## src/rtl/sram_ctrl_pkg.sv

```systemverilog
// Shared types for the serial-write / parallel-read SRAM sequencer.
package sram_ctrl_pkg;

  localparam int NUM_REQ = 2;

  typedef enum logic [2:0] {
    IDLE,
    SHIFT,
    LOAD,
    WRITE,
    READ,
    RESP
  } sram_ctrl_state_e;

  typedef enum logic {
    OP_READ  = 1'b0,
    OP_WRITE = 1'b1
  } op_e;

endpackage

```

## src/rtl/sram_ctrl_rr_arb.sv

```systemverilog
// Two-way round-robin arbiter; the pointer names the requester with priority
// and moves to the other requester after every grant.
module sram_ctrl_rr_arb
  import sram_ctrl_pkg::*;
(
  input  logic               clk,
  input  logic               arst_n,
  input  logic [NUM_REQ-1:0] req,
  input  logic               advance,
  output logic [NUM_REQ-1:0] gnt
);

  logic ptr;

  always_comb begin
    gnt = '0;
    if (req[ptr]) begin
      gnt[ptr] = 1'b1;
    end else if (req[~ptr]) begin
      gnt[~ptr] = 1'b1;
    end
  end

  always_ff @(posedge clk or negedge arst_n) begin
    if (!arst_n) begin
      ptr <= 1'b0;
    end else if (advance && (|gnt)) begin
      ptr <= gnt[0];
    end
  end

endmodule

```

## src/rtl/sram_ctrl.sv

```systemverilog
// Two-requester sequencer for the serial-write / parallel-read SRAM macro.
// Optional read watchdog enabled by defining SRAM_CTRL_TIMEOUT_EN.
module sram_ctrl
  import sram_ctrl_pkg::*;
#(
  parameter  int ROWS        = 16,
  parameter  int COLS        = 8,
  parameter  int TIMEOUT_CYC = 15,
  localparam int AW          = $clog2(ROWS)
) (
  input  logic                    clk,
  input  logic                    arst_n,
  input  logic [NUM_REQ-1:0]      req_valid,
  output logic [NUM_REQ-1:0]      req_ready,
  input  logic [NUM_REQ-1:0]      req_we,
  input  logic [NUM_REQ*AW-1:0]   req_addr,
  input  logic [NUM_REQ*COLS-1:0] req_wdata,
  output logic                    rsp_valid,
  output logic                    rsp_id,
  output logic [COLS-1:0]         rsp_rdata,
  output logic                    rsp_err,
  output logic [AW-1:0]           sram_addr,
  output logic                    sram_serial_in,
  output logic                    sram_shift,
  output logic                    sram_load,
  output logic                    sram_w_en,
  output logic                    sram_r_en,
  input  logic                    sram_data_valid,
  input  logic [COLS-1:0]         sram_data_out
);

  localparam int              BW       = $clog2(COLS);
  localparam logic [BW-1:0]   LAST_BIT = BW'(COLS - 1);
  localparam logic [AW:0]     ROWS_W   = (AW + 1)'(ROWS);

  sram_ctrl_state_e state_q, state_d;

  logic [NUM_REQ-1:0] gnt;
  logic               gnt_id;
  logic               advance;
  op_e                sel_op;
  logic [AW-1:0]      sel_addr;
  logic [COLS-1:0]    sel_wdata;
  logic               addr_ok;

  logic               id_q;
  logic [AW-1:0]      addr_q;
  logic [COLS-1:0]    wdata_q;
  logic [COLS-1:0]    rdata_q;
  logic               err_q;
  logic [BW-1:0]      bit_cnt;
  logic               tmo_last;

  assign advance   = (state_q == IDLE) && (|req_valid);
  assign gnt_id    = gnt[1];
  assign sel_op    = (gnt_id ? req_we[1] : req_we[0]) ? OP_WRITE : OP_READ;
  assign sel_addr  = gnt_id ? req_addr[AW +: AW] : req_addr[0 +: AW];
  assign sel_wdata = gnt_id ? req_wdata[COLS +: COLS] : req_wdata[0 +: COLS];
  assign addr_ok   = {1'b0, sel_addr} < ROWS_W;

  sram_ctrl_rr_arb u_arb (
    .clk     (clk),
    .arst_n  (arst_n),
    .req     (req_valid),
    .advance (advance),
    .gnt     (gnt)
  );

`ifdef SRAM_CTRL_TIMEOUT_EN
  localparam int             TW       = $clog2(TIMEOUT_CYC);
  localparam logic [TW-1:0]  TMO_LAST = TW'(TIMEOUT_CYC - 1);

  logic [TW-1:0] tmo_cnt;

  assign tmo_last = (tmo_cnt == TMO_LAST);

  always_ff @(posedge clk or negedge arst_n) begin
    if (!arst_n) begin
      tmo_cnt <= '0;
    end else if (state_q == READ) begin
      tmo_cnt <= tmo_cnt + 1'b1;
    end else begin
      tmo_cnt <= '0;
    end
  end
`else
  localparam int unused_timeout_cyc = TIMEOUT_CYC;

  assign tmo_last = 1'b0;
`endif

  always_comb begin
    state_d        = state_q;
    req_ready      = '0;
    rsp_valid      = 1'b0;
    rsp_id         = 1'b0;
    rsp_rdata      = '0;
    rsp_err        = 1'b0;
    sram_addr      = '0;
    sram_serial_in = 1'b0;
    sram_shift     = 1'b0;
    sram_load      = 1'b0;
    sram_w_en      = 1'b0;
    sram_r_en      = 1'b0;

    if (state_q != IDLE) begin
      sram_addr = addr_q;
    end

    case (state_q)
      IDLE: begin
        req_ready = gnt;
        if (|gnt) begin
          if (!addr_ok)                state_d = RESP;
          else if (sel_op == OP_WRITE) state_d = SHIFT;
          else                         state_d = READ;
        end
      end
      SHIFT: begin
        sram_shift     = 1'b1;
        sram_serial_in = wdata_q[COLS-1];
        if (bit_cnt == LAST_BIT) state_d = LOAD;
      end
      LOAD: begin
        sram_load = 1'b1;
        state_d   = WRITE;
      end
      WRITE: begin
        sram_w_en = 1'b1;
        state_d   = RESP;
      end
      READ: begin
        sram_r_en = 1'b1;
        if (sram_data_valid || tmo_last) state_d = RESP;
      end
      RESP: begin
        rsp_valid = 1'b1;
        rsp_id    = id_q;
        rsp_rdata = rdata_q;
        rsp_err   = err_q;
        state_d   = IDLE;
      end
      default: state_d = IDLE;
    endcase
  end

  always_ff @(posedge clk or negedge arst_n) begin
    if (!arst_n) begin
      state_q <= IDLE;
      id_q    <= 1'b0;
      addr_q  <= '0;
      wdata_q <= '0;
      rdata_q <= '0;
      err_q   <= 1'b0;
      bit_cnt <= '0;
    end else begin
      state_q <= state_d;
      case (state_q)
        IDLE: begin
          if (|gnt) begin
            id_q    <= gnt_id;
            // Rejected addresses never reach the macro, not even on sram_addr.
            addr_q  <= addr_ok ? sel_addr : '0;
            wdata_q <= sel_wdata;
            rdata_q <= '0;
            err_q   <= !addr_ok;
            bit_cnt <= '0;
          end
        end
        SHIFT: begin
          wdata_q <= wdata_q << 1;
          bit_cnt <= bit_cnt + 1'b1;
        end
        READ: begin
          // Data arriving in the final watchdog cycle takes precedence.
          if (sram_data_valid) rdata_q <= sram_data_out;
          else if (tmo_last)   err_q   <= 1'b1;
        end
        default: ;
      endcase
    end
  end

endmodule

```

## config.mk

```make
export PLATFORM = sky130hd
export DESIGN_NAME = sram_ctrl
export DESIGN_NICKNAME = d
export VERILOG_FILES = /design/src/rtl/sram_ctrl_pkg.sv /design/src/rtl/sram_ctrl_rr_arb.sv /design/src/rtl/sram_ctrl.sv
export SDC_FILE = /design/constraint.sdc
export NUM_CORES = 1
export LEC_CHECK = 0
export CAP_MARGIN = 25
export CORE_MARGIN = 2
export CORE_UTILIZATION = 43
export DETAILED_ROUTE_END_ITERATION = 12
export GPL_TIMING_DRIVEN = 0
export PLACE_DENSITY = 0.79
export SETUP_SLACK_MARGIN = 0.05
export SYNTH_ARGS = -nofsm -noshare
export SYNTH_HDL_FRONTEND = slang
export SYNTH_SLANG_ARGS = --single-unit
```

## constraint.sdc

```tcl
create_clock -name clk -period 1.58 [get_ports clk]
set_input_delay 0.237 -clock clk [delete_from_list [all_inputs] [get_ports clk]]
set_output_delay 0.237 -clock clk [all_outputs]
set_load 0.01 [all_outputs]
```

Yosys cells after proc, flatten, opt, wreduce, memory -nomap -nowiden. Index checks and enable logic that the tools add are counted.

Output and inout port bits: 22. Flip-flop bits (word level): 28. Word-level logic and storage cells: 72. Input bits: 39.

Multiplexer cells: 36. Add/subtract/negate cells: 1. Reductions and logical operators: 14. Equal/unequal tests: 9. Bitwise logic cells: 1. $lt $le $gt $ge: 4.

Operators by type and width (number): 2-to-1 mux 8 bit (5); one-hot mux 8 bit (2 select lines) (2); 2-to-1 mux 1 bit (15); 2-to-1 mux 3 bit (5); one-hot mux 3 bit (5 select lines) (1); == test 3 bit, second input constant (3); 2-to-1 mux 4 bit (2); == test 3 x 2 -> 1 bit, second input constant (2); 2-to-1 mux 2 bit (3); one-hot mux 3 bit (2 select lines) (1); AND reduction 3 bit (2); logical AND 1 bit (4); less-than comparator 1 x 2 -> 1 bit, second input constant (2); != test 2 bit, second input constant (2); AND reduction 2 bit (2); nonzero test 2 bit (2); OR reduction 2 bit (2); adder 3 x 1 -> 3 bit, second input constant (1); == test 3 x 1 -> 1 bit, second input constant (1); logical NOT 3 bit (1); nonzero test 3 bit (1); demux 1 bit (select 1 bit) (2); greater-or-equal comparator 1 bit, second input constant (2); != test 2 x 1 -> 1 bit, second input constant (1); NOT 1 bit (1).

Logic depth before layout (Yosys ltp). Gate-level depths: netlist of the first run.

Depth after elaboration: 12. Depth in mapped cells: 7. Gate-level depth less buffers: 5.

Modules after synthesis. From an unflattened synthesis of the first run, not the netlist that was laid out.

Cell total of the unflattened synthesis: 171. Area total of the unflattened synthesis: 1685.4 um^2.

By module, submodules not included: sram_ctrl (cells each 165, area an instance 1630.3 um^2, instances 1, seq. area each 675.6 um^2); sram_ctrl_rr_arb (cells each 6, area an instance 55.1 um^2, instances 1, seq. area each 25.0 um^2).

Worst setup path after synthesis of the first run. Ideal clock, no wire load.

Path type: register to output. Start point: register state_q[2]. End point: output req_ready[0]. Setup slack: 94 ps. Cell stages (with the launch flop): 4. Buffers on the path: 1. Data required time: 1343 ps. Data arrival time: 1249 ps. Path through: dfrtp_1 > buf_2 > or3_1 > a211oi_1.

Cells in the longest elaborated chain, start to end: 2.

RTL lines: start: declaration (line sram_ctrl.sv:36) `sram_ctrl_state_e state_q, state_d;`; start signal: assignment (line sram_ctrl.sv:157) `state_q <= state_d;`; logical NOT 3 bit (line sram_ctrl.sv:110) `case (state_q)`; 2-to-1 mux 2 bit (line sram_ctrl.sv:110); end: declaration (line sram_ctrl.sv:14) `output logic [NUM_REQ-1:0] req_ready,`.

No other way between the ends.

Worst setup path after layout of the first run.
Start point: register state_q[1]. End point: output sram_serial_in.

Cells in the longest elaborated chain, start to end: 2.

RTL lines: == test 3 x 1 -> 1 bit (line sram_ctrl.sv:110); 2-to-1 mux 1 bit (line sram_ctrl.sv:110); end: declaration (line sram_ctrl.sv:23) `output logic sram_serial_in,`.

No other way between the ends.

==> out/metrics.json, run 1 <==
{
  "run_status": {
    "run_status": "complete, but fails checks",
    "failed_checks": "setup timing"
  },
  "cells_and_area": {
    "inserted_diodes": 0,
    "final_common_cell": "sky130_fd_sc_hd__clkdlybuf4s50_1",
    "layout_cells_sized_above_1_pct": 42.61,
    "final_cell_mix": "sky130_fd_sc_hd__clkdlybuf4s50_1 (38), sky130_fd_sc_hd__buf_6 (37), sky130_fd_sc_hd__dfrtp_1 (28)",
    "post_layout_nonfiller_instances": 276,
    "filler_cell_count": 240,
    "layout.nets": 272,
    "area_delta_synth_final_pct": 71.77
  },
  "sta": {
    "final.setup.tns_ns": -6.165,
    "final-max-slew-violation-count": 0,
    "report.final.setup_viol": 31,
    "hold_violation_count_in_the_final_report": 0,
    "layout_min_cycle_time_ns": 1.923,
    "final.setup_skew_ns": 0.005752,
    "slew_headroom_pct": 51.68,
    "max_freq_mhz": 519.9,
    "fin_hold_ws_ns": 0.2924,
    "post-route-period-util_pct": 121.7,
    "worst_setup_slack_final_ns": -0.3433,
    "tightest_slew_ns": 0.7225,
    "unrepaired_setup_endpoints_after_global_routing": "true"
  },
  "placed_design": {
    "place.detailed.hpwl_mm": 2.751,
    "placed_cells": 248,
    "numPortBuffers": 59,
    "placer_s_final_routability_congestion_estimate": 0.7979,
    "pre_cts_slack_ns": -0.6042
  },
  "power": {
    "total_leakage_power_nw": 1.225,
    "ir_worst_vdd_mv": 1.159,
    "post-layout-total-power_mw": 4.386,
    "cellPowerDensity_nw_per_um2": 1689
  },
  "worst_setup_path": {
    "crit_path_start_kind": "flip-flop",
    "reg2reg_slack_ns": -0.15,
    "capture_point_of_the_worst_reg_to_reg_path": "rdata_q[2]",
    "worst_ep_arrival_time_ns": 1.69,
    "worstSetupEndpointType": "primary output",
    "worst_r2r_path_depth": 9,
    "crit_type": "flip-flop to primary output",
    "timing.critical_path.fanout_max": 5,
    "rr_startpoint": "state_q[1]",
    "cp_data_required_time_ns": 1.34
  },
  "clock_network": {
    "insertion_delay_ns": 0.35,
    "clk_root_buffer_cell": "sky130_fd_sc_hd__clkbuf_4",
    "cts_hold_buf": 0,
    "tritoncts.num_buffers": 3,
    "cts_tree": "done",
    "clk_transition_reported_paths_ns": 0.15,
    "cts.sink_count": 28,
    "ctsHtreeMaxLevel": 1,
    "ctsLongestPathBuffers": 2
  },
  "global_routing": {
    "globalRoute.totalOverflow": 0,
    "grt_first_pass_wirelength_mm": 6.527,
    "antenna_violations_before_repair": 0,
    "first_global_vias": 1432,
    "grt_start_max_net_pins": 17,
    "combined_global_route_utilization_of_all_metal_layers_pct": 20.51
  },
  "floorplanning": {
    "die-height_um": 63.29,
    "ios": 61,
    "initial_utilization_pct": 44.94,
    "die_width_um": 63.29,
    "core-area_um2": 3363,
    "rows": 21,
    "die_area_um2": 4005
  },
  "routing": {
    "wl_per_cell_um": 16.04,
    "number_of_vias_in_the_routed_layout": 1436,
    "via_per_inst": 5.203,
    "drt_first_iter_violations": 45,
    "route.antenna.remaining_nets": 0,
    "detail_route.wirelength_mm": 4.427,
    "detail_route.first_pass.iterations": 4,
    "drc": 0
  },
  "run": {
    "maxCapViolCount": 0
  },
  "synth": {
    "synth.yosys.warnings": 0,
    "netlist.top_cell.by_area": "sky130_fd_sc_hd__dfrtp_1",
    "syn_nets": 183,
    "syn-mean-instance-area_um2": 10.64,
    "synth.area.top_cells": "sky130_fd_sc_hd__dfrtp_1 (46%), sky130_fd_sc_hd__mux2i_1 (7.9%), sky130_fd_sc_hd__and2_1 (6.2%)",
    "syn_area_um2": 1511,
    "post-synth-top-area-fraction_pct": 46.36,
    "synth-seq-area-share_pct": 46.36,
    "synth.ff_latch_count": 28,
    "synthesis.instances": 142,
    "synthDistinctLibCells": 35
  },
  "min_path": {
    "type_of_the_most_critical_hold_path": "input pin to async pin"
  }
}
area by class of cell:
cell class / instances / area, um2 / area share [%]
repair buffers: 84 / 827.0 / 31.86
multi-input cells: 100 / 823.3 / 31.71
flip-flops and latches: 28 / 700.7 / 26.99
plain buffers: 12 / 127.6 / 4.916
well taps: 46 / 57.56 / 2.217
clock inverters: 1 / 30.03 / 1.157
clock buffers: 3 / 22.52 / 0.8675
inverters: 2 / 7.507 / 0.2892
critical path, stage by stage, from the launching register on:
cell	delay, ns
sky130_fd_sc_hd__dfrtp_1	0.45
sky130_fd_sc_hd__buf_6	0.15
sky130_fd_sc_hd__buf_6	0.11
sky130_fd_sc_hd__nor3b_4	0.24
sky130_fd_sc_hd__buf_6	0.15
sky130_fd_sc_hd__and2_4	0.13
sky130_fd_sc_hd__buf_6	0.09
worst max-delay path by stage:
stage,slack [ns],to,startpoint
floorplan,0.09,req_ready[0],state_q[2]
global placement,-0.59,req_ready[1],req_valid[0]
detailed placement,-0.60,req_ready[1],req_valid[0]
CTS,-0.30,req_ready[0],state_q[1]
global route,-0.39,sram_serial_in,state_q[1]
finish,-0.34,sram_serial_in,state_q[1]
cells in the mapped netlist (all sizes together):
cell / instances
nand2b: 1
a22oi: 7
a22o: 8
nand2: 9
and3b: 1
nor3b: 2
inv: 2
a211oi: 1
o22ai: 1
nor2b: 1
a21oi: 3
buf: 11
o21ai: 18
a31oi: 1
mux2i: 12
dfrtp: 28
mux2: 3
or3: 2
ha: 2
conb: 1
and3: 1
and2: 15
nor2: 6
clkbuf: 1
nand3b: 2
nor3: 2
a21o: 1
cells by family (layout without fill, tap and decap cells):
family / Yosys count / count (layout) / synth area share (%)
simple gates: 42 / 42 / 16.97
fa+ha+maj: 2 / 2 / 1.655
buf+inv: 14 / 102 / 6.705
flops: 28 / 28 / 46.36
other cells: 1 / 1 / 0.2481
mux: 15 / 15 / 10.43
compound gates: 40 / 40 / 17.63
per-stage QoR:
stage	area, um2	util [%]
2_1_floorplan	1511	-
3_3_place_gp	2160	64.21
3_5_place_dp	2175	64.66
4_1_cts	2351	69.90
5_1_grt	2596	77.19
6_report	2596	77.19
state kept, by name, indices dropped and copies added (netlist names):
name,count
rdata_q,8
wdata_q,8
addr_q,4
bit_cnt,3
state_q,3
id_q,1
u_arb.ptr,1
report_power, final:
| group | switching, mW | leakage [nW] | internal [mW] |
|---|---|---|---|
| Combinational | 1.10 | 0.839 | 1.52 |
| Sequential | 0.232 | 0.358 | 1.05 |
| Clock | 0.229 | 0.0279 | 0.257 |
metal layers:
layer	GRT usage (%)	part of all wire, %	vias up
met4	7.609	1.8	0
met5	0	0	-
met2	36.17	51	67
met3	4.107	5.3	9
li1	-	-	680
met1	24.68	41	680
what timing repair did:
item                                    4_1_cts  5_1_grt
pin swaps                                    19        9
gates resized for setup                     123       36
cloned                                        2        1
setup buffers                                 8       15
endpoints found under the setup margin       30       45
Note: power is estimated with default switching activity, not from simulation.
==> run 2, diff against run 1 <==
CTS_CLUSTER_DIAMETER = 120   (was default)
==> results of run 2 <==
Final layout, timing and power as in run 1 (identical DEF).
==> run 3, diff against run 2 <==
CORE_UTILIZATION = 45   (was 43)
PLACE_DENSITY = 0.8   (was 0.79)
SYNTH_HIERARCHICAL = 1   (was default)
==> out/metrics.json, run 3 <==
{
  "floorplanning": {
    "die_area": {"value": 4251, "unit": "um2", "change": "+6.1%"},
    "die_width": {"value": 65.20, "unit": "um", "change": "+3.0%"},
    "rows": {"value": 22, "change": "+4.8%"},
    "core-area": {"value": 3633, "unit": "um2", "change": "+8.0%"},
    "initial_utilization": {"value": 46.38, "unit": "%", "change": "+1.4 points"},
    "die-height": {"value": 65.20, "unit": "um", "change": "+3.0%"},
    "ios": {"value": 61, "change": "unchanged"}
  },
  "global_routing": {
    "grt_start_max_net_pins": {"value": 21, "change": "+4"},
    "antenna_violations_before_repair": {"value": 0, "change": "unchanged"},
    "combined_global_route_utilization_of_all_metal_layers": {"value": 22.50, "unit": "%", "change": "+2.0 points"},
    "globalRoute.totalOverflow": {"value": 0, "change": "unchanged"},
    "grt_first_pass_wirelength": {"value": 7.479, "unit": "mm", "change": "+15%"},
    "first_global_vias": {"value": 1608, "change": "+12%"}
  },
  "power": {
    "net-switching-power": {"value": 2.117, "unit": "mW", "change": "+36%"},
    "total_leakage_power": {"value": 1.381, "unit": "nW", "change": "+13%"},
    "share_seq_of_total_power": {"value": 23.4, "unit": "%", "change": "-5.8 points"},
    "combinationalPowerShare": {"value": 65.9, "unit": "%", "change": "+6.2 points"},
    "ir_worst_vdd": {"value": 0.9118, "unit": "mV", "change": "-21%"},
    "switching_share": {"value": 38.30, "unit": "%", "change": "+2.8 points"},
    "post-layout-total-power": {"value": 5.526, "unit": "mW", "change": "+26%"},
    "cellPowerDensity": {"value": 1802, "unit": "nW/um2", "change": "+6.7%"},
    "power_report.internal_total": {"value": 3.410, "unit": "mW", "change": "+21%"},
    "pwr-share-clk": {"value": 10.7, "unit": "%", "change": "-0.4 points"}
  },
  "worst_setup_path": {
    "timing.critical_path.fanout_max": {"value": 7, "change": "+2"},
    "critical_path_cell_count": {"value": 5, "change": "-1"},
    "critPathBufInv": {"value": 3, "change": "-1"},
    "rr_startpoint": "state_q[2]",
    "reg2reg_slack": {"value": -0.03, "unit": "ns", "change": "+0.12 ns"},
    "worst_setup_path_endpoint": "sram_serial_in",
    "worstPathCellList": "buf_6, or3b_4, inv_4, and2_4, buf_6",
    "crit_path_top_delay_cell": "sky130_fd_sc_hd__or3b_4",
    "capture_point_of_the_worst_reg_to_reg_path": "u_arb/ptr",
    "worst_ep_arrival_time": {"value": 1.57, "unit": "ns", "change": "-0.12 ns"},
    "crit_path_start_kind": "flip-flop",
    "crit_type": "flip-flop to primary output",
    "crit_path_max_incr_delay": {"value": 0.43, "unit": "ns", "change": "-0.02 ns"},
    "worstSetupEndpointType": "primary output",
    "cp_data_required_time": {"value": 1.34, "unit": "ns", "change": "about the same"},
    "worst_r2r_path_depth": {"value": 9, "change": "unchanged"},
    "cpLargestDelayFamily": "simple AND/OR/NAND/NOR gates",
    "critical-path-top-cell-by-count": "sky130_fd_sc_hd__buf_6",
    "worstSetupStartpoint": "state_q[1]"
  },
  "synth": {
    "synthDistinctLibCells": {"value": 46, "change": "+31%"},
    "synth_edf_count": {"value": 0, "change": "unchanged"},
    "synth.ff_latch_count": {"value": 28, "change": "unchanged"},
    "synth_xor_area_share": {"value": 0, "unit": "%", "change": "unchanged"},
    "post-synth-top-area-fraction": {"value": 41.57, "unit": "%", "change": "-4.8 points"},
    "syn_area": {"value": 1685, "unit": "um2", "change": "+12%"},
    "syn_nets": {"value": 212, "change": "+16%"},
    "ys_dominant_reg_cell": "sky130_fd_sc_hd__dfrtp_1",
    "synth_fa_ha_area_share": {"value": 1.485, "unit": "%", "change": "-0.17 points"},
    "synth.most_common_cell": "sky130_fd_sc_hd__nand2_1",
    "yosys-top-cells-count": "sky130_fd_sc_hd__nand2_1 (29), sky130_fd_sc_hd__dfrtp_1 (28), sky130_fd_sc_hd__a21oi_1 (12), sky130_fd_sc_hd__and2_1 (11), sky130_fd_sc_hd__o2bb2ai_1 (8)",
    "synthSimpleGateAreaFrac": {"value": 22.05, "unit": "%", "change": "+5.1 points"},
    "synth.area.top_cells": "sky130_fd_sc_hd__dfrtp_1 (42%), sky130_fd_sc_hd__nand2_1 (6.5%), sky130_fd_sc_hd__buf_6 (4.7%)",
    "synth.yosys.warnings": {"value": 6, "change": "+6"},
    "synthesis.instances": {"value": 171, "change": "+20%"},
    "syn-mean-instance-area": {"value": 9.856, "unit": "um2", "change": "-7.4%"},
    "postSynth.asyncResetShare": {"value": 100.0, "unit": "%", "change": "unchanged"},
    "synth_top_family_by_area": "simple AND/OR/NAND/NOR gates",
    "muxShareOfSynthArea": {"value": 7.647, "unit": "%", "change": "-2.8 points"},
    "synth-seq-area-share": {"value": 41.57, "unit": "%", "change": "-4.8 points"},
    "post_synthesis_compound_gate_area_fraction": {"value": 18.71, "unit": "%", "change": "+1.1 points"},
    "netlist.top_cell.by_area": "sky130_fd_sc_hd__dfrtp_1"
  },
  "cells_and_area": {
    "final_cell_mix": "sky130_fd_sc_hd__buf_6 (37), sky130_fd_sc_hd__clkdlybuf4s50_1 (36), sky130_fd_sc_hd__dfrtp_1 (28)",
    "filler_cell_count": {"value": 197, "change": "-18%"},
    "inserted_diodes": {"value": 0, "change": "unchanged"},
    "biggestRegsByFlops": "rdata_q (8), wdata_q (8), addr_q (4)",
    "post_layout_nonfiller_instances": {"value": 318, "change": "+15%"},
    "area_delta_synth_final_pct": 81.96,
    "layout.nets": {"value": 312, "change": "+15%"},
    "layout_cells_sized_above_1": {"value": 50.74, "unit": "%", "change": "+8.1 points"},
    "final_common_cell": "sky130_fd_sc_hd__buf_6",
    "multiInputGateArea": {"value": 1092, "unit": "um2", "change": "+33%"},
    "sequential_cell_area": {"value": 700.7, "unit": "um2", "change": "unchanged"}
  },
  "routing": {
    "drc": {"value": 0, "change": "unchanged"},
    "wl_per_cell": {"value": 17.84, "unit": "um", "change": "+11%"},
    "detail_route.first_pass.iterations": {"value": 4, "change": "unchanged"},
    "route.antenna.remaining_nets": {"value": 0, "change": "unchanged"},
    "drt_first_iter_violations": {"value": 136, "change": "+200%"},
    "detail_route.wirelength": {"value": 5.674, "unit": "mm", "change": "+28%"},
    "number_of_vias_in_the_routed_layout": {"value": 1756, "change": "+22%"},
    "via_per_inst": {"value": 5.522, "change": "+6.1%"}
  },
  "clock_network": {
    "cts_tree": "done",
    "insertion_delay": {"value": 0.29, "unit": "ns", "change": "-0.06 ns"},
    "ctsHtreeMaxLevel": {"value": 1, "change": "unchanged"},
    "cts.sink_count": {"value": 28, "change": "unchanged"},
    "ctsLongestPathBuffers": {"value": 2, "change": "unchanged"},
    "clk_root_buffer_cell": "sky130_fd_sc_hd__clkbuf_8",
    "clk_transition_reported_paths": {"value": 0.10, "unit": "ns", "change": "-0.05 ns"},
    "tritoncts.num_buffers": {"value": 3, "change": "unchanged"}
  },
  "sta": {
    "post-route-period-util": {"value": 114.5, "unit": "%", "change": "-7.2 points"},
    "final-max-slew-violation-count": {"value": 0, "change": "unchanged"},
    "layout_min_cycle_time": {"value": 1.809, "unit": "ns", "change": "-0.1144 ns"},
    "worst_setup_slack_final": {"value": -0.2288, "unit": "ns", "change": "+0.1144 ns"},
    "hold_violation_count_in_the_final_report": {"value": 0, "change": "unchanged"},
    "report.final.setup_viol": {"value": 20, "change": "-35%"},
    "max_freq": {"value": 552.8, "unit": "MHz", "change": "+6.3%"},
    "final.setup_skew": {"value": 0.007493, "unit": "ns", "change": "+0.001741 ns"},
    "unrepaired_setup_endpoints_after_global_routing": "true"
  },
  "placed_design": {
    "numPortBuffers": {"value": 59, "change": "unchanged"},
    "placer_s_final_routability_congestion_estimate": {"value": 0.7603, "change": "-4.7%"},
    "place.detailed.hpwl": {"value": 2.770, "unit": "mm", "change": "+0.67%"},
    "placed_cells": {"value": 279, "change": "+13%"}
  },
  "run_status": {
    "failed_checks": "setup timing",
    "run_status": "complete, but fails checks"
  },
  "min_path": {
    "type_of_the_most_critical_hold_path": "input pin to async pin"
  },
  "run": {
    "maxCapViolCount": {"value": 0, "change": "unchanged"}
  }
}
run 3: cell count changes in the layout (fill, tap and decap cells not counted), sizes merged, moves of 7 or more:
cell     delta
a21oi       +9
a22o        -8
a22oi       -7
buf        +12
mux2i       -7
nand2      +20
nand3       +7
o211ai      +7
o21ai      -14
o2bb2ai     +8
run 3: power groups by stage:
| stage | combinational, mW | sequential [mW] | clock (mW) |
|---|---|---|---|
| 2_1_floorplan | 1.43 | 1.19 | 0 |
| 3_3_place_gp | 2.06 | 1.22 | 0 |
| 6_report | 3.64 | 1.29 | 0.592 |
| 5_1_grt | 3.85 | 1.33 | 0.621 |
| 3_5_place_dp | 2.08 | 1.24 | 0 |
| 4_1_cts | 2.79 | 1.23 | 0.573 |
run 3: cells by family (layout without fill, tap and decap cells):
family	Yosys count	count (layout)
AOI/OAI and AO/OA	41	41
adders and majority gates	2	2
buffers and inverters	19	118
DFF	28	28
muxes	12	12
other	1	1
and+or+nand+nor	68	68
run 3: worst min path at each step:
stage	from	endpoint	slack, ns	cells past startpoint
after floorplan	arst_n	addr_q[0]	-0.06	0
after global placement	id_q	id_q	0.46	1
after detailed placement	id_q	id_q	0.47	1
after CTS	arst_n	wdata_q[4]	0.28	1
after global routing	arst_n	u_arb/ptr	0.28	1
final	arst_n	addr_q[2]	0.25	1
run 3: worst register-to-register path, delay by kind of cell (launching register included):
family	cells	cell delay, ns
buffers and inverters	5	0.59
flip-flops	1	0.41
AO/OA/AOI/OAI	3	0.34
AND/OR/NAND/NOR	1	0.21
run 3: per-layer routing:
| layer | GRT usage [%] | vias up | part of all wire [%] |
|---|---|---|---|
| li1 | - | 799 | - |
| met2 | 40.82 | 78 | 54 |
| met4 | 6.771 | 0 | 2.2 |
| met5 | 0 | - | 0 |
| met1 | 28.16 | 858 | 40 |
| met3 | 2.226 | 21 | 3.8 |
run 3: layout make-up:
class | count | share of cell area, %
clock buffer | 3 | 1.346
tap | 48 | 1.958
inverter | 5 | 0.7752
sequential | 28 | 22.85
clock inverter | 1 | 0.9792
timing repair buffer | 97 | 32.19
multi-input combinational | 124 | 35.62
buffer | 12 | 4.284
run 3: repair_timing:
action | in CTS | in global routing
gates cloned | 2 | 0
resized for setup | 136 | 51
hold buffers | 0 | 0
endpoints found under the setup margin | 48 | 45
setup buffers | 24 | 13
pin swaps | 25 | 19
run 3: per-stage QoR:
step	worst slack [ns]	util, %	area [um2]	setup TNS (ns)	hold slack (ns)
6_report	-0.2288	84.40	3067	-3.123	0.2522
5_1_grt	-0.2777	84.40	3067	-5.024	0.2771
4_1_cts	-0.1825	75.45	2741	-2.504	0.2818
3_5_place_dp	-0.8115	64.70	2351	-22.05	0.4680
3_3_place_gp	-0.7872	64.29	2336	-26.73	0.4574
2_1_floorplan	0.1222	-	1685	0	-0.05859
